**src/rtl/cb_agd_sched.sv**
```systemverilog
// cb_agd_sched: two-requester scheduler in front of the covariance-block AGD.
// Grants one burst (row, start col, len), issues one (row, col) beat per cycle,
// and tracks the AGD pipeline latency with a {valid, tag, last} delay line.
// Optional macro CB_SCHED_PRIO_EN: fixed priority (requester 1 wins), no RR pointer.
module cb_agd_sched #(
  parameter int unsigned ROW_LEN      = 10,
  parameter int unsigned CB_AW        = 17,
  parameter int unsigned MAX_LANDMARK = 500,
  parameter int unsigned LEN_W        = 4,
  parameter int unsigned AGD_LAT      = 5
) (
  input  logic               clk,
  input  logic               sys_rst_n,
  input  logic [1:0]         req_valid,
  output logic [1:0]         req_ready,
  input  logic [ROW_LEN-1:0] req_row0,
  input  logic [ROW_LEN-1:0] req_row1,
  input  logic [ROW_LEN-1:0] req_col0,
  input  logic [ROW_LEN-1:0] req_col1,
  input  logic [LEN_W-1:0]   req_len0,
  input  logic [LEN_W-1:0]   req_len1,
  output logic [ROW_LEN-1:0] agd_row,
  output logic [ROW_LEN-1:0] agd_col,
  input  logic [CB_AW-1:0]   agd_addr,
  output logic               out_valid,
  output logic [CB_AW-1:0]   out_addr,
  output logic               out_tag,
  output logic               out_last,
  output logic               busy
);

  localparam int unsigned DIM = 2 * MAX_LANDMARK + 3;
  // One extra bit so start col + beat index and the clip test never overflow.
  localparam int unsigned CW  = ROW_LEN + 1;

  typedef enum logic {IDLE = 1'b0, BURST = 1'b1} state_t;

  state_t             state_q, state_d;
  logic [ROW_LEN-1:0] row_q, row_d;
  logic [CW-1:0]      col_q, col_d;
  logic [LEN_W-1:0]   len_q, len_d;
  logic [LEN_W-1:0]   idx_q, idx_d;
  logic               tag_q, tag_d;
  logic [1:0]         ready_d;
  logic [ROW_LEN-1:0] agd_row_d, agd_col_d;
  logic               beat_v_q, beat_v_d;
  logic               beat_t_q, beat_t_d;
  logic               beat_l_q, beat_l_d;
  logic [AGD_LAT-1:0] dl_v, dl_t, dl_l;
  logic               busy_d;
  logic               gnt;
  logic [CW-1:0]      cur_col;
  logic [LEN_W-1:0]   req_len_g;
`ifndef CB_SCHED_PRIO_EN
  logic               rr_q, rr_d;
`endif

  // Arbitration: pick the requester to grant when in IDLE.
  always_comb begin
    gnt = 1'b0;
`ifdef CB_SCHED_PRIO_EN
    gnt = req_valid[1];
`else
    if (&req_valid) gnt = rr_q;
    else            gnt = req_valid[1];
`endif
  end

  // Next-state, burst expansion and beat issue.
  always_comb begin
    state_d   = state_q;
    row_d     = row_q;
    col_d     = col_q;
    len_d     = len_q;
    idx_d     = idx_q;
    tag_d     = tag_q;
    ready_d   = 2'b00;
    agd_row_d = agd_row;
    agd_col_d = agd_col;
    beat_v_d  = 1'b0;
    beat_t_d  = 1'b0;
    beat_l_d  = 1'b0;
`ifndef CB_SCHED_PRIO_EN
    rr_d      = rr_q;
`endif
    cur_col   = col_q + CW'(idx_q);
    req_len_g = gnt ? req_len1 : req_len0;
    case (state_q)
      IDLE: begin
        if (|req_valid) begin
          ready_d = gnt ? 2'b10 : 2'b01;
          tag_d   = gnt;
          row_d   = gnt ? req_row1 : req_row0;
          col_d   = CW'(gnt ? req_col1 : req_col0);
          len_d   = (req_len_g == '0) ? LEN_W'(1) : req_len_g;
          idx_d   = '0;
          state_d = BURST;
`ifndef CB_SCHED_PRIO_EN
          rr_d    = ~gnt;
`endif
        end
      end
      BURST: begin
        if (cur_col < CW'(DIM)) begin
          agd_row_d = row_q;
          agd_col_d = cur_col[ROW_LEN-1:0];
          beat_v_d  = 1'b1;
          beat_t_d  = tag_q;
          beat_l_d  = (idx_q == len_q - LEN_W'(1)) || (cur_col + CW'(1) >= CW'(DIM));
          idx_d     = idx_q + LEN_W'(1);
          if (beat_l_d) state_d = IDLE;
        end else begin
          // Start column beyond the matrix: accept and drop the burst.
          state_d = IDLE;
        end
      end
      default: state_d = IDLE;
    endcase
    busy_d = (state_d == BURST) | beat_v_d | beat_v_q | (|dl_v[AGD_LAT-2:0]);
  end

  // State, capture registers, AGD drive and latency delay line.
  always_ff @(posedge clk or negedge sys_rst_n) begin
    if (!sys_rst_n) begin
      state_q   <= IDLE;
      row_q     <= '0;
      col_q     <= '0;
      len_q     <= '0;
      idx_q     <= '0;
      tag_q     <= 1'b0;
      req_ready <= 2'b00;
      agd_row   <= '0;
      agd_col   <= '0;
      beat_v_q  <= 1'b0;
      beat_t_q  <= 1'b0;
      beat_l_q  <= 1'b0;
      dl_v      <= '0;
      dl_t      <= '0;
      dl_l      <= '0;
      busy      <= 1'b0;
`ifndef CB_SCHED_PRIO_EN
      rr_q      <= 1'b0;
`endif
    end else begin
      state_q   <= state_d;
      row_q     <= row_d;
      col_q     <= col_d;
      len_q     <= len_d;
      idx_q     <= idx_d;
      tag_q     <= tag_d;
      req_ready <= ready_d;
      agd_row   <= agd_row_d;
      agd_col   <= agd_col_d;
      beat_v_q  <= beat_v_d;
      beat_t_q  <= beat_t_d;
      beat_l_q  <= beat_l_d;
      dl_v[0]   <= beat_v_q;
      dl_t[0]   <= beat_t_q;
      dl_l[0]   <= beat_l_q;
      for (int i = 1; i < int'(AGD_LAT); i++) begin
        dl_v[i] <= dl_v[i-1];
        dl_t[i] <= dl_t[i-1];
        dl_l[i] <= dl_l[i-1];
      end
      busy      <= busy_d;
`ifndef CB_SCHED_PRIO_EN
      rr_q      <= rr_d;
`endif
    end
  end

  // Delay-line head lines up with the AGD result for the same beat.
  assign out_valid = dl_v[AGD_LAT-1];
  assign out_tag   = dl_t[AGD_LAT-1];
  assign out_last  = dl_l[AGD_LAT-1];
  assign out_addr  = agd_addr;

endmodule
```
**config.mk**
```make
export PLATFORM = sky130hd
export DESIGN_NAME = cb_agd_sched
export DESIGN_NICKNAME = d
export VERILOG_FILES = /design/src/rtl/cb_agd_sched.sv
export SDC_FILE = /design/constraint.sdc
export NUM_CORES = 1
export LEC_CHECK = 0
export CAP_MARGIN = 20
export CORE_MARGIN = 2
export CORE_UTILIZATION = 40
export DETAILED_ROUTE_END_ITERATION = 10
export PLACE_DENSITY = 0.71
export SLEW_MARGIN = 5
export SYNTH_ARGS = -nofsm -noshare
export SYNTH_HDL_FRONTEND = slang
export SYNTH_SLANG_ARGS = --single-unit
```
**constraint.sdc**
```tcl
create_clock -name clk -period 5.33 [get_ports clk]
set_input_delay 1.066 -clock clk [delete_from_list [all_inputs] [get_ports clk]]
set_output_delay 1.066 -clock clk [all_outputs]
set_load 0.05 [all_outputs]
```
Word-level counts from Yosys, hierarchy flattened
Cells that the tools add are included.
{"block": "word_totals", "in_bits": 69, "latchBits": 0, "word_cells": 60, "n_memories": 0, "out_inout_bits": 43, "ramBits": 0, "mem_bits_ro": 0, "regBits": 73}
{"block": "op_classes", "bitwise_logic": 5, "order_cmp": 2, "n_reduce_logical": 8, "div_mod_pow": 0, "n_mux": 21, "add_sub_neg": 4, "shifts": 0, "n_eq_ne": 3, "multipliers": 0}
{"cell": "$mux 10", "count": 2}
{"cell": "$mux 4", "count": 4}
{"cell": "$add 11x1->11 const B", "count": 1}
{"cell": "$add 11x4->11", "count": 1}
{"cell": "$ge 11x10->1 const B", "count": 1}
{"cell": "$lt 11x10->1 const B", "count": 1}
{"cell": "$mux 1", "count": 10}
{"cell": "$pmux 4 s2", "count": 1}
{"cell": "$reduce_and 2->1", "count": 4}
{"cell": "$mux 2", "count": 3}
{"cell": "$add 4x1->4 const B", "count": 1}
{"cell": "$eq 4x4->1", "count": 1}
{"cell": "$logic_not 4->1", "count": 1}
{"cell": "$reduce_or 4->1", "count": 1}
{"cell": "$sub 4x1->4 const B", "count": 1}
{"cell": "$or 1x1->1", "count": 3}
{"cell": "$ne 2x1->1 const B", "count": 1}
{"cell": "$ne 2x2->1 const B", "count": 1}
{"cell": "$not 1->1", "count": 2}
{"cell": "$pmux 1 s2", "count": 1}
{"cell": "$reduce_or 2->1", "count": 1}
{"cell": "$logic_or 1x1->1", "count": 1}

Depth between registers and ports, before layout
Gate-level depths: netlist of the first run.
{"block": "logic_depth", "depth_word": 10, "mapped_depth": 10, "ltp_nobuf": 9}

Worst setup path after synthesis of the first run
OpenSTA, ideal clock, no wires.
{"block": "synth_path", "path_kind": "flip-flop to flip-flop", "from": "register idx_q[0]", "to": "register agd_col[4]", "arrival_time_ns": 2.710, "path_stages_with_launch": 10, "slack_ns": 2.494, "n_path_buf": 1, "required_time_ns": 5.205, "setup_ns": 0.125, "period_less_slack_ns": 2.836, "cell_sequence": "dfrtp_1 > ha_1 > fa_1 > a211oi_2 > nor3_1 > xnor2_1 > a311oi_4 > a21oi_4 > buf_6 > mux2_4"}
{"block": "synth_between", "elab_chain_len": 3}
{"item": "from (decl)", "line": "42", "source": "logic [LEN_W-1:0] idx_q, idx_d;"}
{"item": "from (signal assigned)", "line": "149", "source": "idx_q <= idx_d;"}
{"item": "$add 11x4->11 (*)", "line": "86", "source": "cur_col = col_q + CW'(idx_q);"}
{"item": "$lt 11x10->1", "line": "104", "source": "if (cur_col < CW'(DIM)) begin"}
{"item": "$reduce_and 2->1 (no line)"}
{"item": "to (signal assigned)", "line": "153", "source": "agd_col <= agd_col_d;"}
{"item": "to (decl)", "line": "23", "source": "output logic [ROW_LEN-1:0] agd_col,"}
Every way passes the cells marked *; elsewhere a longest branch is shown, timed or not.
A chain may end at the register's enable or synchronous reset.

Final worst setup path of the first run
{"block": "layout_path", "from": "register idx_q[0]", "to": "register idx_q[0]"}
{"block": "layout_between", "elab_chain_len": 4, "word_cells_on_any_way": 7, "classes_between": "add/sub (2); order compare (1); eq/ne (1); mux (2); reduce/logical (1)"}
{"item": "$add 11x4->11", "line": "86"}
{"item": "$lt 11x10->1", "line": "104"}
{"item": "$ne 2x1->1 (no line)"}
{"item": "$reduce_and 2->1 (no line)"}
Parallel ways exist; a longest one is shown, timed or not. The select of a mux whose other input is x is not followed.

==> results.sh, run 1 <==
export IMPL_rsz0062_at_grt="false"
export IMPL_clock_fmax_ghz=0.272
export IMPL_nFillCells=756
export IMPL_synthFlopType="dfrtp_1"
export IMPL_dp_cells=460
export IMPL_synth_top_area_share_pct=52.4
export IMPL_drt_iter0_markers=98
export IMPL_cts_root_buffer="clkbuf_8"
export IMPL_stdcell_count=476
export IMPL_clock_skew_ns=0.00677
export IMPL_num_rows=33
export IMPL_ff2ff_setup_slack_ns=1.65
export IMPL_place_gp_congestion=0.879
export IMPL_routed_wl_met2_um=3250
export IMPL_drive_gt1_share_pct=11.1
export IMPL_vias=2413
export IMPL_cp_data_arrival_time_ns=3.92
export IMPL_cp_required_ns=5.57
export IMPL_cts_buffers=9
export IMPL_insertion_delay_ns=0.35
export IMPL_worst_slew_pin_slew_ns=1.06
export IMPL_viasPerCell=5.07
export IMPL_grt_pass1_wl_um=11400
export IMPL_slew_headroom_pct=29.1
export IMPL_reg2reg_from="idx_q[0]$_DFFE_PN0P_"
export IMPL_grt_max_degree=73
export IMPL_dp_hpwl_um=5000
export IMPL_synth_edff_count=0
export IMPL_syn_area_sq_um=3440
export IMPL_hold_buffers=0
export IMPL_min_to="dl_t[2]$_DFF_PN0_"
export IMPL_final_util_pct=53.0
export IMPL_die_x_um=96.7
export IMPL_cts_max_level=3
export IMPL_n_antenna_cell=0
export IMPL_power_density_nw_per_um2=681
export IMPL_start_kind="flop"
export IMPL_clock_sinks=72
export IMPL_io_pins=112
export IMPL_seqCellArea_sq_um=1800
export IMPL_worst_ir_drop_vdd_v=0.000267
export IMPL_ant_nets=0
export IMPL_final_net_count=444
export IMPL_io_buffer_count=77
export IMPL_cp_slowest_cell="a21oi_4"
export IMPL_cp_slowest_stage_delay_ns=0.86
export IMPL_final_setup_tns_ns=0
export IMPL_seqPwrFrac_pct=32.6
export IMPL_hold_path_startpoint="dl_t[1]$_DFF_PN0_"
export IMPL_clkTransAtPathRegs_ns=0.08
export IMPL_start_util_pct=41.6
export IMPL_final_hold_violation_count=0
export IMPL_power_frac_clock_pct=14.8
export IMPL_wl_met1_um=3060
export IMPL_async_reset_ff_share_pct=100
export IMPL_leakage_nw=2.01
export IMPL_rr_worst_depth=9
export IMPL_synth_top_area_cell="dfrtp_1"
export IMPL_crit_type="flop to flop"
export IMPL_path_cells="ha_1 -> fa_1 -> a211oi_2 -> nor3_1 -> xnor2_1 -> a311oi_4 -> a21oi_4 -> nor2_1 -> mux2_2"
export IMPL_internal_power_w=0.00167
export IMPL_grt_overflow_total=0
export IMPL_finalSetupViolCount=0
export IMPL_switching_power_w=0.00131
export IMPL_post_route_period_util_pct=69.0
export IMPL_whs_path_depth=0
export IMPL_top_layer="met4"
export IMPL_coreArea_sq_um=8260
export IMPL_status="completed"
export IMPL_cp_end_kind="flop"
export IMPL_die_h_um=96.7
export IMPL_post_route_drc_count=0
export IMPL_timing_rr_end="idx_q[0]$_DFFE_PN0P_"
export IMPL_drt_total_wl_um=6900
export IMPL_switching_share_pct=43.9
export IMPL_met3WireLength_um=410
export IMPL_cts_resized=0
export IMPL_combPwrFrac_pct=52.6
export IMPL_postCtsSetupRepairBufs=0
export IMPL_dr_pass1_iters=4
export IMPL_hold_class="flop to flop"
export IMPL_die_area_sq_um=9350
export IMPL_slew_viol_final=0
export IMPL_ys_seq_area_share_pct=52.4
export IMPL_multiInputGateArea_sq_um=1440
export IMPL_grt_pass1_vias=2406
export IMPL_crit_fanout=34
export IMPL_ys_top_cells_by_area="dfrtp_1, nand2_1, mux2_4, mux2i_1, buf_4"
export IMPL_syn_inst=304
export IMPL_synth_fp_nets=382
export IMPL_wire_per_inst_um=14.5
export IMPL_ys_ff_latch=72
export IMPL_antenna_found_initial=0
export IMPL_synth_warnings=0
export IMPL_grtUsageTotal_pct=15.4
export IMPL_ys_types=46
export IMPL_avgSynthCellArea_sq_um=11.3
export IMPL_cts_tree="built"
export IMPL_min_period_ns=3.68
export IMPL_maxCapViolCount=0
export IMPL_clock_path_buffers=2
export IMPL_area_growth_pct=27.4
-- power groups by stage --
stage / registers (W) / clock network, W / logic (W)
floorplan: 0.00124 / 0 / 0.000919
global placement: 0.000976 / 0 / 0.00153
detailed placement: 0.000984 / 0 / 0.00157
CTS: 0.000977 / 0.000452 / 0.00158
global route: 0.00101 / 0.000479 / 0.00172
finish: 0.000974 / 0.000441 / 0.00157
-- per-layer routing --
| metal | vias up | global-route usage (%) |
|---|---|---|
| met5 | - | 0 |
| met4 | 0 | 7.48 |
| met3 | 22 | 5.71 |
| met2 | 74 | 23.9 |
| met1 | 1139 | 19.0 |
| li1 | 1178 | - |
-- cell usage after synthesis (2+ instances only) --
cell type  number
ha_1            8
buf_4          17
a21o_1          5
xor2_1          3
dfrtp_1        72
a31oi_1         2
inv_1           5
nor3_1          6
mux2_4         11
a211oi_1        2
a22oi_1        11
nand3_1         7
mux2_2          4
xnor2_1        12
and2_1          3
a21oi_1         7
nor2_1         15
nand2_1        47
and3_1          3
mux2i_1        14
a22o_1          2
clkbuf_1        7
nand4_1         2
o21ai_0        16
buf_6           2
-- registers in the layout, summed over array words and instances, names as in the netlist --
register and cells:
tag_q 1, busy 1, len_q 4, dl_t 5, state_q 1, dl_l 5
req_ready 2, col_q 10, agd_col 10, beat_t_q 1, rr_q 1, row_q 10
beat_l_q 1, agd_row 10, idx_q 4, dl_v 5, beat_v_q 1
-- worst max-delay path by stage --
stage,from,endpoint,slack [ns]
2_1_floorplan,idx_q[0]$_DFFE_PN0P_,agd_col[4]$_DFFE_PN0P_,2.49
3_3_place_gp,idx_q[0]$_DFFE_PN0P_,idx_q[0]$_DFFE_PN0P_,1.77
3_5_place_dp,idx_q[0]$_DFFE_PN0P_,idx_q[0]$_DFFE_PN0P_,1.62
4_1_cts,idx_q[0]$_DFFE_PN0P_,idx_q[0]$_DFFE_PN0P_,1.62
5_1_grt,idx_q[0]$_DFFE_PN0P_,idx_q[0]$_DFFE_PN0P_,1.39
6_report,idx_q[0]$_DFFE_PN0P_,idx_q[0]$_DFFE_PN0P_,1.65
-- placed cells by master, fill, tap and decap left out, drive strengths merged, types with 7 or more instances in the layout --
cell / n
nand3: 7
ha: 8
a22oi: 11
clkdlybuf4s50: 76
clkbuf: 10
dfrtp: 72
nand2: 47
mux2: 15
a21oi: 8
o21ai: 17
mux2i: 14
xnor2: 12
nor2: 15
-- per-stage QoR --
stage,power (W),worst slack (ns),hold slack (ns),area [sq um]
2_1_floorplan,0.00216,2.49,0.331,3440
5_1_grt,0.00321,1.39,0.361,4380
6_report,0.00299,1.65,0.352,4380
3_5_place_dp,0.00256,1.62,0.337,4170
3_3_place_gp,0.00250,1.77,0.334,4160
4_1_cts,0.00301,1.62,0.355,4380
-- logic make-up after synthesis --
logic type	after synthesis	share of synthesized area, %
flops	72	52.4
buf+inv	32	5.82
simple gates	89	11.9
xor+xnor	15	3.82
compound gates	58	12.3
fa+ha+maj	9	3.49
mux	29	10.2
-- area by class of cell --
class | instances | share of cell area [%]
clock buffers | 10 | 3.14
clock inverters | 6 | 1.57
inverters | 5 | 0.428
multi-input cells | 200 | 32.8
flip-flops and latches | 72 | 41.1
well taps | 105 | 3.00
repair buffers | 78 | 17.9
-- worst max-delay path: cells and delay by family (launching register included) --
family | cells | cell delay (ns)
compound gates | 3 | 1.32
xor+xnor | 1 | 0.53
simple gates | 2 | 0.30
fa+ha+maj | 2 | 0.65
flops | 1 | 0.44
mux | 1 | 0.32
No activity file was read; power rests on OpenSTA's default activity.
==> run 2, diff against run 1 <==
--- a/config.mk
+++ b/config.mk
@@ -9,7 +9,7 @@
 export CORE_MARGIN = 2
 export CORE_UTILIZATION = 40
 export DETAILED_ROUTE_END_ITERATION = 10
-export PLACE_DENSITY = 0.71
+export PLACE_DENSITY = 0.74
 export SLEW_MARGIN = 5
 export SYNTH_ARGS = -nofsm -noshare
 export SYNTH_HDL_FRONTEND = slang
==> constraint.sdc (replaced) <==
create_clock -name clk -period 3.15 [get_ports clk]
set_input_delay 0.63 -clock clk [delete_from_list [all_inputs] [get_ports clk]]
set_output_delay 0.63 -clock clk [all_outputs]
set_load 0.05 [all_outputs]
==> run 2 against run 1 <==
Effect of this change: setup slack worse by 1.4 ns; sequential cell count unchanged; worst hold slack worse by 0.0023 ns; sequential share of layout area down 0.64 points.
==> results.sh, run 2 (synthesis gave the netlist of run 1 again) <==
export IMPL_final_hold_violation_count=0
export IMPL_area_growth_pct=29.5
export IMPL_place_gp_congestion=0.810
export IMPL_start_util_pct=41.6
export IMPL_cts_resized=0
export IMPL_status="completed"
export IMPL_hold_buffers=0
export IMPL_grt_pass1_wl_um=11700
export IMPL_clock_skew_ns=0.00894
export IMPL_die_x_um=96.7
export IMPL_dr_pass1_iters=4
export IMPL_n_antenna_cell=0
export IMPL_grtUsageTotal_pct=15.4
export IMPL_drive_gt1_share_pct=12.2
export IMPL_rr_worst_depth=10
export IMPL_stdcell_count=482
export IMPL_cp_depth=10
export IMPL_min_period_ns=2.93
export IMPL_maxCapViolCount=0
export IMPL_finalSetupViolCount=0
export IMPL_post_route_drc_count=0
export IMPL_drt_iter0_markers=92
export IMPL_start_kind="flop"
export IMPL_crit_path_end="state_q$_DFF_PN0_"
export IMPL_pre_cts_ws_ns=0.241
export IMPL_insertion_delay_ns=0.34
export IMPL_rsz0062_at_grt="false"
export IMPL_final_cell_mix="clkdlybuf4s50_1, dfrtp_1, nand2_1"
export IMPL_postCtsSetupRepairBufs=0
export IMPL_drt_total_wl_um=7040
export IMPL_cp_data_arrival_time_ns=3.16
export IMPL_cp_num_buf_inv=1
export IMPL_coreArea_sq_um=8260
export IMPL_finalWorstSetupSlack_ns=0.220
export IMPL_grt_pass1_vias=2447
export IMPL_crit_fanout=8
export IMPL_die_area_sq_um=9350
export IMPL_cp_slowest_stage_delay_ns=0.44
export IMPL_leakage_nw=2.05
export IMPL_worst_slew_pin_slew_ns=0.874
export IMPL_slew_viol_final=0
export IMPL_worst_ir_drop_vdd_v=0.000533
export IMPL_grt_max_degree=73
export IMPL_io_pins=112
export IMPL_cts_root_buffer="clkbuf_8"
export IMPL_clkTransAtPathRegs_ns=0.07
export IMPL_cts_max_level=3
export IMPL_wire_per_inst_um=14.6
export IMPL_clock_fmax_ghz=0.341
export IMPL_die_h_um=96.7
export IMPL_antenna_found_initial=0
export IMPL_final_setup_tns_ns=0
export IMPL_cts_buffers=9
export IMPL_timing_rr_end="state_q$_DFF_PN0_"
export IMPL_slew_headroom_pct=41.7
export IMPL_crit_top_cell="a211oi_1"
export IMPL_grt_overflow_total=0
export IMPL_ant_nets=0
export IMPL_clock_path_buffers=2
export IMPL_cp_slowest_cell="dfrtp_1"
export IMPL_cts_tree="built"
export IMPL_cp_required_ns=3.38
export IMPL_seqCellArea_sq_um=1800
export IMPL_post_route_period_util_pct=93.0
export IMPL_dp_hpwl_um=5220
export IMPL_ff2ff_setup_slack_ns=0.22
export IMPL_cp_end_kind="flop"
export IMPL_hold_class="flop to flop"
export IMPL_reg2reg_from="idx_q[0]$_DFFE_PN0P_"
export IMPL_clock_sinks=72
export IMPL_final_net_count=451
export IMPL_path_cells="ha_1 -> fa_1 -> a211oi_2 -> or2_2 -> xnor2_1 -> buf_4 -> a211oi_1 -> a211oi_1 -> o221ai_1 -> a31o_2"
export IMPL_num_rows=33
export IMPL_crit_family="compound AO/OA/AOI/OAI gates"
export IMPL_viasPerCell=5.06
export IMPL_multiInputGateArea_sq_um=1440
export IMPL_vias=2439
export IMPL_final_util_pct=53.9
export IMPL_nFillCells=745
export IMPL_layout_commonest_cell="clkdlybuf4s50_1"
export IMPL_cp_startpoint="idx_q[0]$_DFFE_PN0P_"
export IMPL_dp_cells=467
export IMPL_crit_type="flop to flop"
export IMPL_power_density_nw_per_um2=1170
export IMPL_io_buffer_count=77
==> run 2: cell count changes in the layout (fill, tap and decap cells not counted), sizes merged <==
cell | previous run | this run
inv | 5 | 6
bufinv | 1 | 2
clkbuf | 10 | 11
clkinv | 4 | 0
buf | 2 | 9
==> run 2: where the power goes <==
group	switching, W	internal (W)
Clock	0.000334	0.000466
Combinational	0.00160	0.00117
Sequential	0.000311	0.00134
==> run 2: area by class of cell <==
cell class,count,area share [%]
clock inverter,4,1.72
timing repair buffer,85,18.9
inverter,5,0.422
sequential,72,40.5
tap,105,2.95
clock buffer,11,3.18
multi-input combinational,200,32.3
==> run 2: worst min-delay path by stage <==
stage                       from                      to  slack (ns)  cells after the start
4_1_cts        dl_l[0]$_DFF_PN0_       dl_l[1]$_DFF_PN0_        0.35                      0
5_1_grt        dl_t[0]$_DFF_PN0_       dl_t[1]$_DFF_PN0_        0.35                      0
2_1_floorplan          sys_rst_n  agd_col[0]$_DFFE_PN0P_        0.33                      0
6_report       dl_t[2]$_DFF_PN0_       dl_t[3]$_DFF_PN0_        0.35                      0
3_5_place_dp   dl_l[0]$_DFF_PN0_       dl_l[1]$_DFF_PN0_        0.33                      0
3_3_place_gp   dl_t[3]$_DFF_PN0_       dl_t[4]$_DFF_PN0_        0.33                      0
==> run 2: layer usage <==
metal	routed length (um)	track usage, %
met3	333	4.19
met2	3330	24.1
met1	3280	20.6
met4	90	5.74
met5	0	0
==> run 2: per-stage QoR <==
step / hold WS, ns / area, sq um / power (W)
2_1_floorplan: 0.331 / 3440 / 0.00365
3_3_place_gp: 0.332 / 4230 / 0.00432
3_5_place_dp: 0.335 / 4230 / 0.00444
4_1_cts: 0.350 / 4450 / 0.00526
5_1_grt: 0.353 / 4450 / 0.00556
6_report: 0.350 / 4450 / 0.00523
==> run 3, diff against run 2 <==
--- a/config.mk
+++ b/config.mk
@@ -7,9 +7,9 @@
 export LEC_CHECK = 0
 export CAP_MARGIN = 20
 export CORE_MARGIN = 2
-export CORE_UTILIZATION = 40
+export CORE_UTILIZATION = 42
 export DETAILED_ROUTE_END_ITERATION = 10
-export PLACE_DENSITY = 0.74
+export PLACE_DENSITY = 0.77
 export SLEW_MARGIN = 5
 export SYNTH_ARGS = -nofsm -noshare
 export SYNTH_HDL_FRONTEND = slang
==> run 3 against run 2 <==
Effect of this change: setup slack gained 0.021 ns; critical endpoint unchanged; largest power group unchanged; largest cell class unchanged; critical path depth is the same; global-route usage grew 1.2 points; combinational power shrank 2%; clock power shrank 21%; maximum frequency grew 0.72%; worst hold slack gained 0.0025 ns; sequential power is essentially flat.
==> results.sh, run 3 (synthesis gave the netlist of run 1 again) <==
export IMPL_final_cell_mix="clkdlybuf4s50_1, dfrtp_1, nand2_1"
export IMPL_cts_max_level=3
export IMPL_grt_pass1_wl_um=11500
export IMPL_antenna_found_initial=0
export IMPL_seqPwrFrac_pct=33.0
export IMPL_coreArea_sq_um=7850
export IMPL_cts_resized=0
export IMPL_crit_fanout=5
export IMPL_nFillCells=680
export IMPL_drt_iter0_markers=122
export IMPL_leakage_nw=2.01
export IMPL_min_period_ns=2.91
export IMPL_combPwrFrac_pct=54.4
export IMPL_n_antenna_cell=0
export IMPL_clock_sinks=72
export IMPL_start_util_pct=43.8
export IMPL_worst_ir_drop_vdd_v=0.000563
export IMPL_finalSetupViolCount=0
export IMPL_cts_buffers=9
export IMPL_cts_tree="built"
export IMPL_place_gp_congestion=0.842
export IMPL_ant_nets=0
export IMPL_hold_path_startpoint="dl_l[2]$_DFF_PN0_"
export IMPL_switching_share_pct=44.3
export IMPL_io_pins=112
export IMPL_wire_per_inst_um=14.4
export IMPL_final_net_count=449
export IMPL_grt_pass1_vias=2444
export IMPL_switching_power_w=0.00222
export IMPL_die_h_um=94.5
export IMPL_maxCapViolCount=0
export IMPL_io_buffer_count=77
export IMPL_cp_startpoint="idx_q[0]$_DFFE_PN0P_"
export IMPL_dr_pass1_iters=4
export IMPL_clkTransAtPathRegs_ns=0.08
export IMPL_drive_gt1_share_pct=12.0
export IMPL_ff2ff_setup_slack_ns=0.24
export IMPL_rsz0062_at_grt="false"
export IMPL_power_density_nw_per_um2=1140
export IMPL_cp_required_ns=3.43
export IMPL_hold_buffers=0
export IMPL_hold_ws_ns=0.352
export IMPL_num_rows=32
export IMPL_cts_root_buffer="clkbuf_8"
export IMPL_stdcell_count=478
export IMPL_final_setup_tns_ns=0
export IMPL_clock_path_buffers=2
export IMPL_grtUsageTotal_pct=16.6
export IMPL_clock_skew_ns=0.0137
export IMPL_layout_commonest_cell="clkdlybuf4s50_1"
export IMPL_viasPerCell=5.14
export IMPL_final_hold_violation_count=0
export IMPL_post_route_period_util_pct=92.3
export IMPL_clock_fmax_ghz=0.344
export IMPL_post_route_drc_count=0
export IMPL_die_x_um=94.5
export IMPL_cp_data_arrival_time_ns=3.19
export IMPL_insertion_delay_ns=0.35
export IMPL_worst_slew_pin_slew_ns=0.873
export IMPL_postCtsSetupRepairBufs=0
export IMPL_slew_viol_final=0
export IMPL_hold_class="flop to flop"
export IMPL_drt_total_wl_um=6860
export IMPL_die_area_sq_um=8920
export IMPL_power_w=0.00501
export IMPL_start_kind="flop"
export IMPL_grt_overflow_total=0
export IMPL_grt_max_degree=73
export IMPL_internal_power_w=0.00279
export IMPL_vias=2458
export IMPL_crit_type="flop to flop"
export IMPL_slew_headroom_pct=41.8
export IMPL_status="completed"
export IMPL_power_frac_clock_pct=12.6
export IMPL_dp_hpwl_um=5050
export IMPL_reg2reg_from="idx_q[0]$_DFFE_PN0P_"
export IMPL_cp_end_kind="flop"
export IMPL_area_growth_pct=27.5
export IMPL_dp_cells=462
==> run 3: changes by cell type in the layout (fill, tap and decap cells not counted), sizes merged <==
cell	change
buf	-2
bufinv	-2
clkinv	+2
clkbuf	-1
clkinvlp	+1
inv	+1
==> run 3: per-layer routing <==
layer	wire length (um)	track usage (%)	vias to the layer above
li1	-	-	1185
met3	314	3.91	17
met5	0	0	-
met4	138	7.37	0
met1	3140	23.1	1190
met2	3270	24.9	66
==> run 3: final cells by class <==
cell class / instances / area (sq um) / share of cell area, %
multi-input cells: 200 / 1440 / 32.8
well taps: 102 / 128 / 2.91
inverters: 5 / 18.8 / 0.428
flip-flops and latches: 72 / 1800 / 41.1
clock buffers: 10 / 128 / 2.91
repair buffers: 83 / 826 / 18.8
clock inverters: 6 / 42.5 / 0.971
==> run 3: per-stage QoR <==
step	setup slack, ns	util, %	cell area (sq um)
6_report	0.241	55.9	4380
3_5_place_dp	0.253	53.7	4210
5_1_grt	0.0673	55.9	4380
2_1_floorplan	0.314	-	3440
4_1_cts	0.241	55.9	4380
3_3_place_gp	0.374	53.7	4210
==> run 3: worst paths after layout <==
| kind | endpoint | cells past startpoint |
|---|---|---|
| worst max-delay path | state_q$_DFF_PN0_ | 10 |
| worst min-delay path | dl_l[3]$_DFF_PN0_ | 0 |
| worst max register to register | state_q$_DFF_PN0_ | 10 |
| worst min register to register | dl_l[3]$_DFF_PN0_ | 0 |
| max in group asynchronous | agd_col[8]$_DFFE_PN0P_ | 1 |
| min in group asynchronous | agd_col[7]$_DFFE_PN0P_ | 1 |
==> run 3: worst max-delay path, stage by stage, from the launching register on <==
cell       delay [ns]
dfrtp_1          0.44
ha_1             0.23
fa_1             0.42
a211oi_2         0.38
nor3_1           0.12
xnor2_1          0.33
buf_4            0.21
a311oi_1         0.05
o2bb2ai_1        0.16
o221ai_1         0.27
a31o_2           0.22
==> run 3: power by group through the flow <==
stage | Combinational [W] | Clock [W] | Sequential [W]
2_1_floorplan | 0.00155 | 0 | 0.00210
3_3_place_gp | 0.00264 | 0 | 0.00165
3_5_place_dp | 0.00273 | 0 | 0.00167
4_1_cts | 0.00273 | 0.000657 | 0.00166
5_1_grt | 0.00297 | 0.000692 | 0.00171
6_report | 0.00272 | 0.000633 | 0.00165
